<file path="config.mk">
export PLATFORM = sky130hd
export DESIGN_NAME = uart_tx
export DESIGN_NICKNAME = d
export VERILOG_FILES = /design/src/rtl/uart_pkg.sv /design/src/rtl/sync_fifo.sv /design/src/rtl/uart_tx.sv
export SDC_FILE = /design/constraint.sdc
export NUM_CORES = 1
export LEC_CHECK = 0
export CAP_MARGIN = 25
export CORE_MARGIN = 10
export CORE_UTILIZATION = 55
export CTS_CLUSTER_DIAMETER = 200
export CTS_CLUSTER_SIZE = 40
export DETAILED_ROUTE_END_ITERATION = 16
export PLACE_DENSITY = 0.75
export RECOVER_POWER = 25
export SYNTH_ARGS = -nofsm -noshare
export SYNTH_HDL_FRONTEND = slang
export SYNTH_HIERARCHICAL = 1
export SYNTH_SLANG_ARGS = --single-unit
</file>
<file path="constraint.sdc">
create_clock -name clk -period 8.2 [get_ports clk]
set_input_delay 1.64 -clock clk [delete_from_list [all_inputs] [get_ports clk]]
set_output_delay 1.64 -clock clk [all_outputs]
set_load 0.01 [all_outputs]
</file>
<file path="src/rtl/uart_pkg.sv">
// Shared types and frame constants for the UART transmit path.
package uart_pkg;

    typedef enum logic [1:0] {
        IDLE,
        START,
        DATA,
        STOP
    } uart_state_t;

    localparam int unsigned DATA_BITS = 8;
    localparam int unsigned STOP_BITS = 1;

endpackage

</file>
<file path="src/rtl/sync_fifo.sv">
// Single-clock FIFO with register-array storage, combinational head read
// and an explicit occupancy count.
module sync_fifo #(
    parameter int unsigned WIDTH = 8,
    parameter int unsigned AW    = 4
) (
    input  logic             clk,
    input  logic             reset,
    input  logic             push,
    input  logic             pop,
    input  logic [WIDTH-1:0] din,
    output logic [WIDTH-1:0] dout,
    output logic             full,
    output logic             empty,
    output logic [AW:0]      count
);

    localparam int unsigned DEPTH = 1 << AW;

    logic [WIDTH-1:0] mem [DEPTH];
    logic [AW-1:0]    wptr;
    logic [AW-1:0]    rptr;
    logic             do_push;
    logic             do_pop;

    // Full/empty decode the count register, so they reflect pre-edge state.
    assign full    = (count == (AW+1)'(DEPTH));
    assign empty   = (count == '0);
    assign do_push = push && !full;
    assign do_pop  = pop && !empty;
    assign dout    = mem[rptr];

    always_ff @(posedge clk or negedge reset) begin
        if (!reset) begin
            wptr  <= '0;
            rptr  <= '0;
            count <= '0;
        end else begin
            if (do_push) wptr <= wptr + 1'b1;
            if (do_pop)  rptr <= rptr + 1'b1;
            case ({do_push, do_pop})
                2'b10:   count <= count + 1'b1;
                2'b01:   count <= count - 1'b1;
                default: count <= count;
            endcase
        end
    end

    always_ff @(posedge clk) begin
        if (do_push) mem[wptr] <= din;
    end

endmodule

</file>
<file path="src/rtl/uart_tx.sv">
// 8N1 serial transmitter fed by the data-memory UART store strobe;
// bytes are queued in a FIFO and sent back-to-back with no idle gap.
module uart_tx
    import uart_pkg::*;
#(
    parameter int unsigned CLK_DIV = 868,
    parameter int unsigned FIFO_AW = 4
) (
    input  logic               clk,
    input  logic               reset,
    input  logic [31:0]        din,
    input  logic               we,
    output logic               txd,
    output logic               tx_busy,
    output logic               fifo_full,
    output logic [FIFO_AW:0]   fifo_count,
    output logic               overflow
);

    localparam int unsigned BW = $clog2(CLK_DIV);
    localparam logic [BW-1:0] BAUD_MAX  = BW'(CLK_DIV - 1);
    localparam logic [2:0]    LAST_DATA = 3'(DATA_BITS - 1);
    localparam logic [2:0]    LAST_STOP = 3'(STOP_BITS - 1);

    uart_state_t   state_q, state_d;
    logic [BW-1:0] baud_q, baud_d;
    logic [2:0]    bit_q, bit_d;
    logic [7:0]    shift_q, shift_d;
    logic          txd_q, txd_d;
    logic          baud_end;
    logic          pop;
    logic          fifo_empty;
    logic [7:0]    fifo_dout;
    logic          unused_hi;

    assign unused_hi = ^din[31:8];

    sync_fifo #(
        .WIDTH (8),
        .AW    (FIFO_AW)
    ) u_fifo (
        .clk   (clk),
        .reset (reset),
        .push  (we),
        .pop   (pop),
        .din   (din[7:0]),
        .dout  (fifo_dout),
        .full  (fifo_full),
        .empty (fifo_empty),
        .count (fifo_count)
    );

    assign txd     = txd_q;
    assign tx_busy = (state_q != IDLE) || !fifo_empty;

    always_comb begin
        state_d  = state_q;
        baud_d   = baud_q;
        bit_d    = bit_q;
        shift_d  = shift_q;
        txd_d    = txd_q;
        pop      = 1'b0;
        baud_end = (baud_q == '0);
        case (state_q)
            IDLE: begin
                txd_d = 1'b1;
                if (!fifo_empty) begin
                    pop     = 1'b1;
                    shift_d = fifo_dout;
                    baud_d  = BAUD_MAX;
                    state_d = START;
                    txd_d   = 1'b0;
                end
            end
            START: begin
                if (baud_end) begin
                    state_d = DATA;
                    bit_d   = '0;
                    baud_d  = BAUD_MAX;
                    txd_d   = shift_q[0];
                end else begin
                    baud_d = baud_q - 1'b1;
                end
            end
            DATA: begin
                if (baud_end) begin
                    baud_d  = BAUD_MAX;
                    shift_d = shift_q >> 1;
                    if (bit_q == LAST_DATA) begin
                        state_d = STOP;
                        bit_d   = '0;
                        txd_d   = 1'b1;
                    end else begin
                        bit_d = bit_q + 1'b1;
                        txd_d = shift_q[1];
                    end
                end else begin
                    baud_d = baud_q - 1'b1;
                end
            end
            STOP: begin
                if (baud_end) begin
                    baud_d = BAUD_MAX;
                    if (bit_q != LAST_STOP) begin
                        bit_d = bit_q + 1'b1;
                    end else if (!fifo_empty) begin
                        // Chain straight into the next start bit: no idle cycle between frames.
                        pop     = 1'b1;
                        shift_d = fifo_dout;
                        state_d = START;
                        txd_d   = 1'b0;
                    end else begin
                        state_d = IDLE;
                        txd_d   = 1'b1;
                    end
                end else begin
                    baud_d = baud_q - 1'b1;
                end
            end
            default: begin
                state_d = IDLE;
                txd_d   = 1'b1;
            end
        endcase
    end

    always_ff @(posedge clk or negedge reset) begin
        if (!reset) begin
            state_q  <= IDLE;
            baud_q   <= '0;
            bit_q    <= '0;
            shift_q  <= '0;
            txd_q    <= 1'b1;
            overflow <= 1'b0;
        end else begin
            state_q  <= state_d;
            baud_q   <= baud_d;
            bit_q    <= bit_d;
            shift_q  <= shift_d;
            txd_q    <= txd_d;
            overflow <= overflow | (we & fifo_full);
        end
    end

endmodule

</file>
# Yosys cells after proc, flatten, opt, wreduce, memory -nomap -nowiden
# Memories as Yosys holds them, arrays and structs flattened.
# Index checks and enable logic that the tools add are counted.
# W data, S select, Z words.
# totals
register_bits,38
ramBits,128
in_bits,35
out_inout_bits,9
wordCells,86
mem_count,1
# memory_table
name,depth,word_bits,read_ports,rd_ports_with_merged_regs,wr,line_no,text
u_fifo.mem,16,8,1,0,1,sync_fifo.sv:20,logic [WIDTH-1:0] mem [DEPTH];
# op_classes
n_addsub,6
n_eq_ne,14
n_mux,36
bitwise,2
reduce_logical,18
# ops
operator,n
$mux W8,4
$pmux W8 S3,1
$mux W10,2
$pmux W10 S2,1
$mux W3,5
$ne A2 B2 Y1 const B,7
$mux W1,12
$mux W2,6
$logic_not A10 Y1,1
$pmux W5 S2,1
$sub A10 B1 Y10 const B,1
$pmux W3 S3,1
$reduce_bool A3 Y1,3
$add A4 B1 Y4 const B,2
$pmux W2 S4,1
$reduce_and A4 Y1,2
$eq A2 B2 Y1 const B,3
$reduce_and A6 Y1,1
$add A5 B1 Y5 const B,1
$eq A5 B5 Y1 const B,1
$logic_not A5 Y1,1
$reduce_and A5 Y1,1
$sub A5 B1 Y5 const B,1
$eq A2 B1 Y1 const B,2
other kinds (12),15

# Logic depth before layout (Yosys ltp)
# Gate-level depths: netlist of run 1.
# depth
ltp_word,8
depth_mapped,16
ltp_nobuf,15

# Modules after synthesis
# Netlist of run 1, hierarchy kept.
# modules_own_cells
mod,n_inst,cells_per_inst,area_each_um2,seq_area_each_um2
sync_fifo,1,332,5779.3,4169.0
uart_tx,1,135,1492.7,626.9

# Least setup slack after synthesis of run 1
# Ideal clock, no wire load.
# synth_timing
path_kind,input port to flip-flop
from,input we
to,register u_fifo.count[4]
setup_time_ns,0.126
arrival_ns,3.379
t_required_ns,8.074
path_slack_ns,4.695
path_stages,11
n_path_buf,1
cell_sequence,and2_1 buf_2 inv_1 ha_1 inv_1 fa_1 nor2b_1 o21ai_0 nand3_1 or3b_1 xnor2_1
# synth_via
elab_chain_len,3
word_cells_on_any_way,5
classes_between,2 x eq/ne; 1 x mux; 2 x reduce/logical
# synth_lines
item,line_no,text
start: declaration,uart_tx.sv:12,"input logic we,"
$logic_and A1 B1 Y1 *,sync_fifo.sv:29,assign do_push = push && !full;
$eq A2 B1 Y1 / $eq A2 B2 Y1 (equally long branches),sync_fifo.sv:41,"case ({do_push, do_pop})"
$pmux W5 S2 / $reduce_bool A2 Y1 (equally long branches),-,
end signal: assignment,sync_fifo.sv:42,2'b10: count <= count + 1'b1;
end signal: assignment,sync_fifo.sv:43,2'b01: count <= count - 1'b1;
end signal: assignment,sync_fifo.sv:44,default: count <= count;
end: declaration,sync_fifo.sv:15,output logic [AW:0] count
# Every way passes the cells marked *; elsewhere a longest branch is shown, timed or not.
# A chain may end at the register's enable or synchronous reset.

# Worst setup path in the final report of run 1
# layout_timing
from,register u_fifo.count[0]
to,output tx_busy
# layout_via
elab_chain_len,3
# layout_lines
item,line_no,text
$logic_not A5 Y1,sync_fifo.sv:28,assign empty = (count == '0);
net fifo_empty,uart_tx.sv:32,logic fifo_empty;
$logic_not A1 Y1,uart_tx.sv:54,assign tx_busy = (state_q != IDLE) || !fifo_empty;
$logic_or A1 B1 Y1,uart_tx.sv:54,
end: declaration,uart_tx.sv:14,"output logic tx_busy,"
# The timed path passes the listed nets, and every way through them passes these cells.

==> metrics.md, run 1 <==
| Metric | Value |
|---|---|
| CTS tree | `yes` |
| Buf/Inv on CP | `1` |
| Max-cap violations | `1` |
| Status | `complete, but fails checks` |
| Total GRT Usage | `0.150` |
| Syn Inst Count | `467` |
| Antenna violations before repair | `0` |
| Syn Std Cell Area | `7270 sq um` |
| Total CTS buffers | `17` |
| Slowest cell on the critical path | `clkdlybuf4s50_1` |
| Sinks on Clock Net | `around 170` |
| CP startpoint kind | `register` |
| Overall via count from detail_route | `3809` |
| Failing checks | `max-capacitance violations, max-slew violations` |
| Worst slew pin tran | `2.05 ns` |
| Starting Density | `0.569` |
| Post-route DRC | `0` |
| Cell variety after synth | `52` |
| Ys async rst share | `0.229` |
| Combinational power share | `0.110` |
| Leak Pwr | `3.07 nW` |
| Crit path depth | `4` |
| Die area | `18200 sq um` |
| CORE AREA | `12800 sq um` |
| Final ANT Viol Nets | `0` |
| Final #Nets | `547` |
| Global-route wire length before repair | `around 21 mm` |
| CTS Buffer Depth | `2` |
| DR iter-0 viols | `288` |
| 1st-pass router iterations | `4` |
| Fin crit period | `4.10 ns` |
| Internal Power | `roughly 1.5 mW` |
| Seq cells post-synth | `approximately 170` |
| Seq. cell area | `4800 sq um` |
| Avg Inst Size Synth | `15.6 sq um` |
| HP Class | `register to register` |
| Total Wirelength | `12.7 mm` |
| Period utilisation layout | `0.500` |
| R2r setup slk | `4.21 ns` |
| Hold slack | `approximately 0.48 ns` |
| VDD IR max | `0.236 mV` |
| Worst-Skew Late Latency | `0.42 ns` |
| Worst endpoint data arrival time | `between 2 and 2.5 ns` |
| CP cell instances | `nor4_1 -> and2b_1 -> nand2_1 -> clkdlybuf4s50_1` |
| Post-Synth XOR/XNOR Area | `0.0229` |
| Endpoint class of the critical path | `output port` |
| Crit path kind | `register to output port` |
| CTS root buf | `clkbuf_16` |
| # diodes | `0` |
| Final-report setup violation count | `0` |
| Synth Warn # | `6` |
| Die H | `135 um` |
| Setup Buffers After CTS | `0` |
| Critical path's largest stage delay | `about 0.54 ns` |
| # rows | `41` |
| WHS Path Cells | `1` |
| Largest net degree at the start of global routing | `52` |
| Simple-gate share of the synthesized area | `0.0604` |
| Switch share | `0.248` |
| Area grow syn2layout | `11.9%` |
| Synth Flop Type | `edfxtp_1` |
| Mux share of post-synthesis cell area | `0.130` |
| Grt ovf | `0` |
| Rel. slew slack | `-0.370` |
| Fin. Hold Viols | `0` |
| GP Congestion | `0.827` |
| Fin Setup TNS | `0 ns` |
| PostCTS Resize Cnt | `0` |
| Max Freq | `244 MHz` |
| Worst Clk Skew | `0.0140 ns` |
| Switch Pwr | `between 0.5 and 0.6 mW` |
| IO Count | `44` |
| Vias in the first global route | `4023` |
| Post-synth EDFFs | `roughly 130` |
| Crit-path max FO | `8` |
| Compound-Gate Fraction of Synth Area | `0.0626` |
| Post-synthesis adder-cell area fraction | `0.0372` |
| Port bufs | `19` |
| Width of the die | `135 um` |
| Sequential area share after synthesis | `0.659` |
| HPWL Detailed | `between 8 and 9 mm` |
| Final Slew Violations | `39` |
| Multi-input combinational cell area | `between 2000 and 2500 sq um` |
| Kind of cell adding the most delay to the critical path | `simple AND/OR/NAND/NOR gates` |
| Sequential Power Share | `0.507` |
| R2R cell count | `15` |
| Pwr Density | `253 nW/um^2` |
| CTS Hold Buffers Added | `0` |
| Net Count, Synth | `about 520` |
| RSZ-0062 raised after global routing | `no` |
| Layout filler cell count | `897` |
| Layout cells sized above 1 | `0.169` |
| Worst-path clk slew | `0.07 ns` |
| Vias/cell | `approximately 5.6` |
| Max H-tree Level | `4` |
| Worst Path Required | `between 6 and 7 ns` |
| Combinational family with the most area after synthesis | `multiplexers` |
| Routed wire length per instance | `18.8 um` |
| Clk pwr share | `0.383` |
[metal layers]
metal	global-route usage	wire length, um	share of wire
met4	0.0484	99	0.0078
met1	0.188	5580	0.44
met2	0.245	6520	0.51
met5	0	0	0
met3	0.0441	523	0.041
[power groups by stage]
stage | Sequential, mW | Combinational (mW) | Clock [mW]
2_1_floorplan | 1.05 | 0.142 | 0
3_3_place_gp | 1.06 | 0.217 | 0
3_5_place_dp | 1.06 | 0.229 | 0
4_1_cts | 1.04 | 0.232 | 0.807
5_1_grt | 1.05 | 0.251 | 0.841
6_report | 1.04 | 0.227 | 0.788
[cell families after synthesis]
kind of cell    after synthesis
compound gates               69
xor+xnor                     19
mux                          70
simple gates                 85
buf+inv                      37
flops                       166
fa+ha+maj                    21
[cell type report]
class / instances / share of cell area
sequential: 166 / 0.590
multi-input combinational: 264 / 0.276
clock buffer: 17 / 0.0523
timing repair buffer: 26 / 0.0278
tap: 172 / 0.0265
clock inverter: 15 / 0.0203
inverter: 16 / 0.00738
[metrics by stage]
stage,util,instances,power (mW),worst slack (ns),cell area [sq um]
after floorplan,-,467,1.19,4.69,7270
after global placement,0.592,640,1.27,4.02,7560
after detailed placement,0.593,644,1.29,3.99,7580
after CTS,0.639,676,2.08,4.20,8170
after global routing,0.637,676,2.14,3.98,8130
final,0.637,676,2.06,4.10,8130
[registers in the layout, summed over array words and instances (netlist names)]
signal and cells:
u_fifo/rptr 4, overflow 1, u_fifo/mem 128, u_fifo/wptr 4
bit_q 3, shift_q 8, baud_q 10, u_fifo/count 5
txd 1, state_q 2
[path summary, 6_finish.rpt]
path                                              from                     endpoint
setup / recovery           u_fifo/count[0]$_DFFE_PN0P_                      tx_busy
hold / removal                      overflow$_DFF_PN0_           overflow$_DFF_PN0_
setup reg to reg                 baud_q[0]$_DFFE_PN0N_  u_fifo/count[4]$_DFFE_PN0P_
hold reg to reg                     overflow$_DFF_PN0_           overflow$_DFF_PN0_
max in group asynchronous                        reset   u_fifo/rptr[0]$_DFFE_PN0P_
min in group asynchronous                        reset        baud_q[0]$_DFFE_PN0N_
[layout by cell type (no fill, tap or decap), types with 8 or more instances in the layout]
cell	count
nor2_1	20
o21ai_0	26
dfrtp_1	36
xnor2_1	11
clkdlybuf4s50_1	14
a22oi_1	8
a21oi_1	15
mux2i_1	28
mux2_2	23
a221oi_1	8
clkbuf_16	17
xor2_1	8
inv_1	16
nand2_1	31
ha_1	20
mux4_2	16
edfxtp_1	128
[cell usage after synthesis (2+ instances only)]
cell type	instances	area [sq um]
edfxtp_1	128	3840
dfrtp_1	37	926
nand2_1	31	116
mux2i_1	28	280
o21ai_0	26	130
mux2_2	23	259
ha_1	20	250
nor2_1	20	75.1
inv_1	16	60.1
mux4_2	16	360
a21oi_1	15	75.1
xnor2_1	11	96.3
a221oi_1	8	70.1
a22oi_1	8	60.1
xor2_1	8	70.1
clkbuf_1	7	26.3
buf_2	6	30.0
nor2b_1	6	37.5
buf_6	5	56.3
nor3_1	5	25.0
mux2_4	3	45.0
nand3_1	3	15.0
a21o_1	2	15.0
a31oi_1	2	12.5
and2_1	2	12.5
buf_1	2	7.51
nand2b_1	2	12.5
nand4_1	2	12.5
o21a_1	2	15.0
[worst reg2reg max path: cells and delay by family (launching register included)]
family                     cells  cell delay [ns]
AOI/OAI and AO/OA              2             0.22
DFF                            1             0.41
and+or+nand+nor                7             1.99
buffers and inverters          2             0.20
adders and majority gates      3             0.90
xor gates and xnor gates       1             0.14
No activity file was read; power rests on OpenSTA's default activity.
==> run 2: changes to the inputs <==
- clock period: 8.2 -> 3.85 ns (I/O delays scaled with it)
==> run 2 against run 1 <==
Against the previous run:
- the flow still finishes with violations (max-capacitance violations, max-slew violations)
- sequential share of layout area decreased by 0.45 points
- hold slack got worse by 0.021 ns
- global-route usage increased by 1.9 points
- register-to-register slack got worse by 3.9 ns
- critical path type is now register to register
- design area increased by 0.77%
- critical path depth increased by 11
- power increased by 110%
- setup slack got worse by 3.8 ns
==> metrics.md, run 2 (synthesis gave the netlist of run 1 again) <==
| Metric | Value |
|---|---|
| Worst-path clk slew | `0.06 ns (about the same)` |
| Leak Pwr | `3.09 nW (+0.65%)` |
| DR iter-0 viols | `411 (+43%)` |
| Endpoint class of the critical path | `register` |
| Placed standard-cell area | `7620 sq um (+0.53%)` |
| CP cell instances | `inv_1 -> ha_1 -> or4b_4 -> nor3_4 -> and3_2 -> o21a_1 -> nor2b_2 -> ha_1 -> inv_1 -> fa_1 -> nor2b_1 -> o21ai_0 -> nand3_1 -> or3b_1 -> xnor2_1` |
| GP Congestion | `0.824 (-0.34%)` |
| Critical path's largest stage delay | `0.50 ns (-0.04 ns)` |
| Max Freq | `285 MHz` |
| RSZ-0062 raised after global routing | `no` |
| Max FFs per register | `128 (unchanged)` |
| Antenna violations before repair | `0 (unchanged)` |
| Die area | `18200 sq um (unchanged)` |
| Failing checks | `max-capacitance violations, max-slew violations` |
| HPWL Detailed | `9.16 mm (+7.2%)` |
| Buf/Inv on CP | `2 (+1)` |
| Fin Setup TNS | `0 ns (unchanged)` |
| Worst slew pin tran | `2.08 ns (+0.0263 ns)` |
| Crit path kind | `register to register` |
| Most frequent cells in the layout | `edfxtp_1 (128), dfrtp_1 (36), nand2_1 (31), mux2i_1 (28), o21ai_0 (26)` |
| Internal Power | `3.34 mW (+120%)` |
| Port bufs | `19 (unchanged)` |
| Sequential Power Share | `0.507 (about the same)` |
| Pwr Density | `536 nW/um^2 (+110%)` |
| Total GRT Usage | `0.169 (+0.0189)` |
| Total Wirelength | `14.2 mm (+12%)` |
| CORE AREA | `12800 sq um (unchanged)` |
| CTS root buf | `clkbuf_16` |
| Crit-path max FO | `4 (-4)` |
| Kind of cell adding the most delay to the critical path | `simple AND/OR/NAND/NOR gates` |
| IO Count | `44 (unchanged)` |
| Starting Density | `0.569 (unchanged)` |
| Final Slew Violations | `39 (unchanged)` |
| Die H | `135 um (unchanged)` |
| Layout cells sized above 1 | `0.181 (+0.0128)` |
| Layout filler cell count | `858 (-4.3%)` |
| Setup Buffers After CTS | `0 (unchanged)` |
| Final-report setup violation count | `0 (unchanged)` |
| Total CTS buffers | `17 (unchanged)` |
| Grt ovf | `0 (unchanged)` |
| Global-route wire length before repair | `23.2 mm (+9.7%)` |
| Switch Pwr | `1.06 mW (+110%)` |
| CTS tree | `yes` |
| CTS Hold Buffers Added | `0 (unchanged)` |
| Commonest non-fill, non-tap cell in the layout | `edfxtp_1` |
| Vias in the first global route | `4089 (+1.6%)` |
| Fin. Hold Viols | `0 (unchanged)` |
| Top flop regs | `u_fifo/mem: 128 flops, baud_q: 10 flops, shift_q: 8 flops` |
| Final #Nets | `551 (+0.73%)` |
| Max-cap violations | `1 (unchanged)` |
| Area grow syn2layout | `12.7%` |
| Overall via count from detail_route | `3992 (+4.8%)` |
| Final ANT Viol Nets | `0 (unchanged)` |
| Fin crit period | `3.51 ns` |
| CP startpoint kind | `register` |
| VDD IR max | `0.406 mV (+72%)` |
| Worst Path Required | `4.15 ns (-2.41 ns)` |
| HP Class | `register to register` |
| Finished Cell Area | `8200 sq um (+0.77%)` |
| Max H-tree Level | `4 (unchanged)` |
| Sinks on Clock Net | `166 (unchanged)` |
| Routed wire length per instance | `20.9 um (+11%)` |
| Multi-input combinational cell area | `2270 sq um (+1.2%)` |
| Slowest cell on the critical path | `or4b_4` |
| # diodes | `0 (unchanged)` |
| Period utilisation layout | `0.913` |
| Clk pwr share | `0.380 (-0.003)` |
| Largest Register | `u_fifo/mem` |
| Combinational power share | `0.113 (+0.003)` |
| Worst-Skew Late Latency | `0.42 ns (about the same)` |
| Post-Route Utilization | `0.642 (+0.00490)` |
| Status | `complete, but fails checks` |
| Worst Clk Skew | `0.00719 ns (-0.00678 ns)` |
| Post-route DRC | `0 (unchanged)` |
| Largest net degree at the start of global routing | `39 (-25%)` |
| # rows | `41 (unchanged)` |
| Seq. cell area | `4800 sq um (unchanged)` |
| Worst endpoint data arrival time | `3.82 ns (+1.36 ns)` |
| Vias/cell | `5.88 (+4.3%)` |
| Switch share | `0.240 (-0.00820)` |
| 1st-pass router iterations | `4 (unchanged)` |
| PostCTS Resize Cnt | `0 (unchanged)` |
| Rel. slew slack | `-0.387 (-0.0176)` |
| CTS Buffer Depth | `2 (unchanged)` |
| Width of the die | `135 um (unchanged)` |
==> run 2: path summary, 6_finish.rpt <==
check,from,to,slack [ns],cells after the start
max,baud_q[0]$_DFFE_PN0N_,u_fifo/count[4]$_DFFE_PN0P_,0.34,15
min,overflow$_DFF_PN0_,overflow$_DFF_PN0_,0.46,1
max reg2reg,baud_q[0]$_DFFE_PN0N_,u_fifo/count[4]$_DFFE_PN0P_,0.34,15
min reg2reg,overflow$_DFF_PN0_,overflow$_DFF_PN0_,0.46,1
max in group asynchronous,reset,u_fifo/rptr[0]$_DFFE_PN0P_,1.56,1
min in group asynchronous,reset,baud_q[2]$_DFFE_PN0N_,0.94,1
==> run 2: per-stage QoR <==
| step | instances | total power [mW] | hold slack, ns | worst slack (ns) |
|---|---|---|---|---|
| 6_report | 679 | 4.39 | 0.456 | 0.335 |
| 5_1_grt | 679 | 4.56 | 0.479 | 0.0604 |
| 4_1_cts | 679 | 4.42 | 0.462 | 0.221 |
| 3_5_place_dp | 648 | 2.75 | 0.448 | 0.257 |
| 3_3_place_gp | 648 | 2.72 | 0.438 | 0.355 |
| 2_1_floorplan | 467 | 2.53 | 0.474 | 0.479 |
==> run 2: area by class of cell <==
| cell class | count | share of cell area |
|---|---|---|
| tap | 172 | 0.0263 |
| multi-input combinational | 264 | 0.277 |
| clock inverter | 14 | 0.0195 |
| inverter | 16 | 0.00733 |
| sequential | 166 | 0.585 |
| clock buffer | 17 | 0.0519 |
| timing repair buffer | 30 | 0.0325 |
==> run 2: power by group through the flow <==
stage | clock network [mW] | logic, mW | registers (mW)
6_report | 1.67 | 0.495 | 2.23
3_5_place_dp | 0 | 0.491 | 2.26
2_1_floorplan | 0 | 0.302 | 2.23
3_3_place_gp | 0 | 0.473 | 2.25
5_1_grt | 1.77 | 0.549 | 2.24
4_1_cts | 1.69 | 0.501 | 2.23
==> run 2: metal layers <==
metal	routed length (um)	track usage
met1	6180	0.229
met2	7120	0.265
met3	690	0.0319
met4	195	0.0622
met5	0	0
==> run 3: changes to the inputs <==
- CORE_UTILIZATION: 55 -> 25
- PLACE_DENSITY: 0.75 -> default
==> run 3 against run 2 <==
Against the previous run:
- the run still ends with max-capacitance violations, max-slew violations left
- sequential share of layout area decreased by 2.5 points
- wire length fell by 1.2%
- critical path depth is the same
- count of clock-buffer cells in the layout unchanged
- die area up 99%
- first-iteration DRC count is 33% lower
==> metrics.md, run 3 (synthesis gave the netlist of run 1 again) <==
| Metric | Value |
|---|---|
| Total CTS buffers | `17 (unchanged)` |
| Vias/cell | `4.24 (-28%)` |
| Buf/Inv on CP | `2 (unchanged)` |
| # diodes | `0 (unchanged)` |
| Area grow syn2layout | `17.7%` |
| Starting Density | `0.253 (-0.316)` |
| CP cell instances | `inv_1 -> ha_1 -> or4b_4 -> nor3_4 -> and3_2 -> o21a_1 -> nor2b_1 -> ha_1 -> inv_1 -> fa_1 -> nor2b_1 -> o21ai_0 -> nand3_1 -> or3b_1 -> xnor2_1` |
| Fin Setup TNS | `0 ns (unchanged)` |
| Max FFs per register | `128 (unchanged)` |
| Leak Pwr | `3.17 nW (+2.4%)` |
| Antenna violations before repair | `0 (unchanged)` |
| Die area | `36300 sq um (+99%)` |
| Worst Path Required | `4.16 ns (about the same)` |
| Crit path depth | `15 (unchanged)` |
| WHS Path Cells | `1 (unchanged)` |
| PostCTS Resize Cnt | `0 (unchanged)` |
| Vias in the first global route | `3990 (-2.4%)` |
| CTS Buffer Depth | `2 (unchanged)` |
| Crit path from | `baud_q[0]$_DFFE_PN0N_` |
| Global-route wire length before repair | `22.5 mm (-3.1%)` |
| Grt ovf | `0 (unchanged)` |
| Worst Clk Skew | `0.0111 ns (+0.00390 ns)` |
| Sinks on Clock Net | `166 (unchanged)` |
| Rel. slew slack | `-0.428 (-0.0405)` |
| Post-route DRC | `0 (unchanged)` |
| IO Count | `44 (unchanged)` |
| Max-cap violations | `1 (unchanged)` |
| Final #Nets | `562 (+2.0%)` |
| 1st-pass router iterations | `4 (unchanged)` |
| Die H | `191 um (+41%)` |
| Failing checks | `max-capacitance violations, max-slew violations` |
| Port bufs | `19 (unchanged)` |
| Overall via count from detail_route | `3830 (-4.1%)` |
| CTS tree | `yes` |
| # rows | `62 (+51%)` |
| Setup Buffers After CTS | `0 (unchanged)` |
| Max Freq | `287 MHz (+0.74%)` |
| Fin crit period | `3.49 ns (-0.0257 ns)` |
| CORE AREA | `28700 sq um (+120%)` |
| Pwr Density | `511 nW/um^2 (-4.6%)` |
| CTS root buf | `clkbuf_16` |
| R2R cell count | `15 (unchanged)` |
| Worst-path clk slew | `0.07 ns (about the same)` |
| Fin cells | `903 (+33%)` |
| CTS Hold Buffers Added | `0 (unchanged)` |
| R2r setup slk | `0.36 ns (+0.03 ns)` |
| Worst slew pin tran | `2.14 ns (+0.0607 ns)` |
| Layout cells sized above 1 | `0.202 (+0.0209)` |
| RSZ-0062 raised after global routing | `no` |
| CP startpoint kind | `register` |
| Final Slew Violations | `39 (unchanged)` |
| Largest net degree at the start of global routing | `52 (+33%)` |
| Reg2reg start | `baud_q[0]$_DFFE_PN0N_` |
| VDD IR max | `0.311 mV (-23%)` |
| Largest Register | `u_fifo/mem` |
| Endpoint class of the critical path | `register` |
| Worst endpoint data arrival time | `3.80 ns (-0.02 ns)` |
| Final-report setup violation count | `0 (unchanged)` |
| Kind of cell adding the most delay to the critical path | `simple AND/OR/NAND/NOR gates` |
| DR iter-0 viols | `275 (-33%)` |
| Critical path's largest stage delay | `0.50 ns (about the same)` |
| Period utilisation layout | `0.906 (-0.00668)` |
| Max H-tree Level | `4 (unchanged)` |
| Crit-path max FO | `4 (unchanged)` |
| GP Congestion | `0.749 (-9.1%)` |
| Slowest cell on the critical path | `or4b_4` |
| Commonest non-fill, non-tap cell in the layout | `edfxtp_1` |
| HP Class | `register to register` |
| Total Wirelength | `14.0 mm (-1.2%)` |
| Width of the die | `191 um (+41%)` |
| Final ANT Viol Nets | `0 (unchanged)` |
| Hold_sp | `overflow$_DFF_PN0_` |
| Routed wire length per instance | `15.5 um (-26%)` |
| Placed cell count | `871 (+34%)` |
| Top flop regs | `u_fifo/mem: 128 flops, baud_q: 10 flops, shift_q: 8 flops` |
| Total GRT Usage | `0.0807 (-0.0880)` |
| Crit path kind | `register to register` |
| Status | `complete, but fails checks` |
| Worst-Skew Late Latency | `0.43 ns (about the same)` |
| Most frequent cells in the layout | `edfxtp_1 (128), dfrtp_1 (36), nand2_1 (31), mux2i_1 (28), o21ai_0 (26)` |
| Fin. Hold Viols | `0 (unchanged)` |
| HPWL Detailed | `9.10 mm (-0.60%)` |
run 3: layout make-up:
type | count | area (sq um)
sequential | 166 | 4800
fill | 2874 | 20100
inverter | 16 | 60.1
clock buffer | 17 | 425
multi-input combinational | 264 | 2270
timing repair buffer | 41 | 362
tap | 384 | 480
clock inverter | 15 | 163
run 3: metal layers:
layer / up-vias / share of wire / GRT usage
met5: - / 0 / 0
met4: 0 / 0.013 / 0.0294
met3: 17 / 0.026 / 0.0198
met2: 54 / 0.49 / 0.133
met1: 1912 / 0.47 / 0.101
li1: 1847 / - / -
run 3: per-stage QoR:
| stage | util | worst slack (ns) | hold slack, ns | power [mW] | area, sq um |
|---|---|---|---|---|---|
| after floorplan | - | 0.479 | 0.474 | 2.53 | 7270 |
| after global placement | 0.278 | 0.343 | 0.439 | 2.77 | 7980 |
| after detailed placement | 0.278 | 0.371 | 0.444 | 2.79 | 7980 |
| after CTS | 0.298 | 0.335 | 0.461 | 4.43 | 8560 |
| after global routing | 0.298 | 0.0599 | 0.483 | 4.56 | 8560 |
| final | 0.298 | 0.361 | 0.459 | 4.38 | 8560 |
run 3: worst paths after layout:
path / endpoint
min: overflow$_DFF_PN0_
max: u_fifo/count[4]$_DFFE_PN0P_
min reg2reg: overflow$_DFF_PN0_
max in group asynchronous: u_fifo/rptr[0]$_DFFE_PN0P_
min in group asynchronous: baud_q[0]$_DFFE_PN0N_
max reg2reg: u_fifo/count[4]$_DFFE_PN0P_
run 3: where the power goes:
part / internal (mW) / switching, mW / total, mW
registers: 2.12 / 0.0920 / 2.21
logic: 0.228 / 0.288 / 0.516
clock network: 0.866 / 0.780 / 1.65
total: 3.22 / 1.16 / 4.38
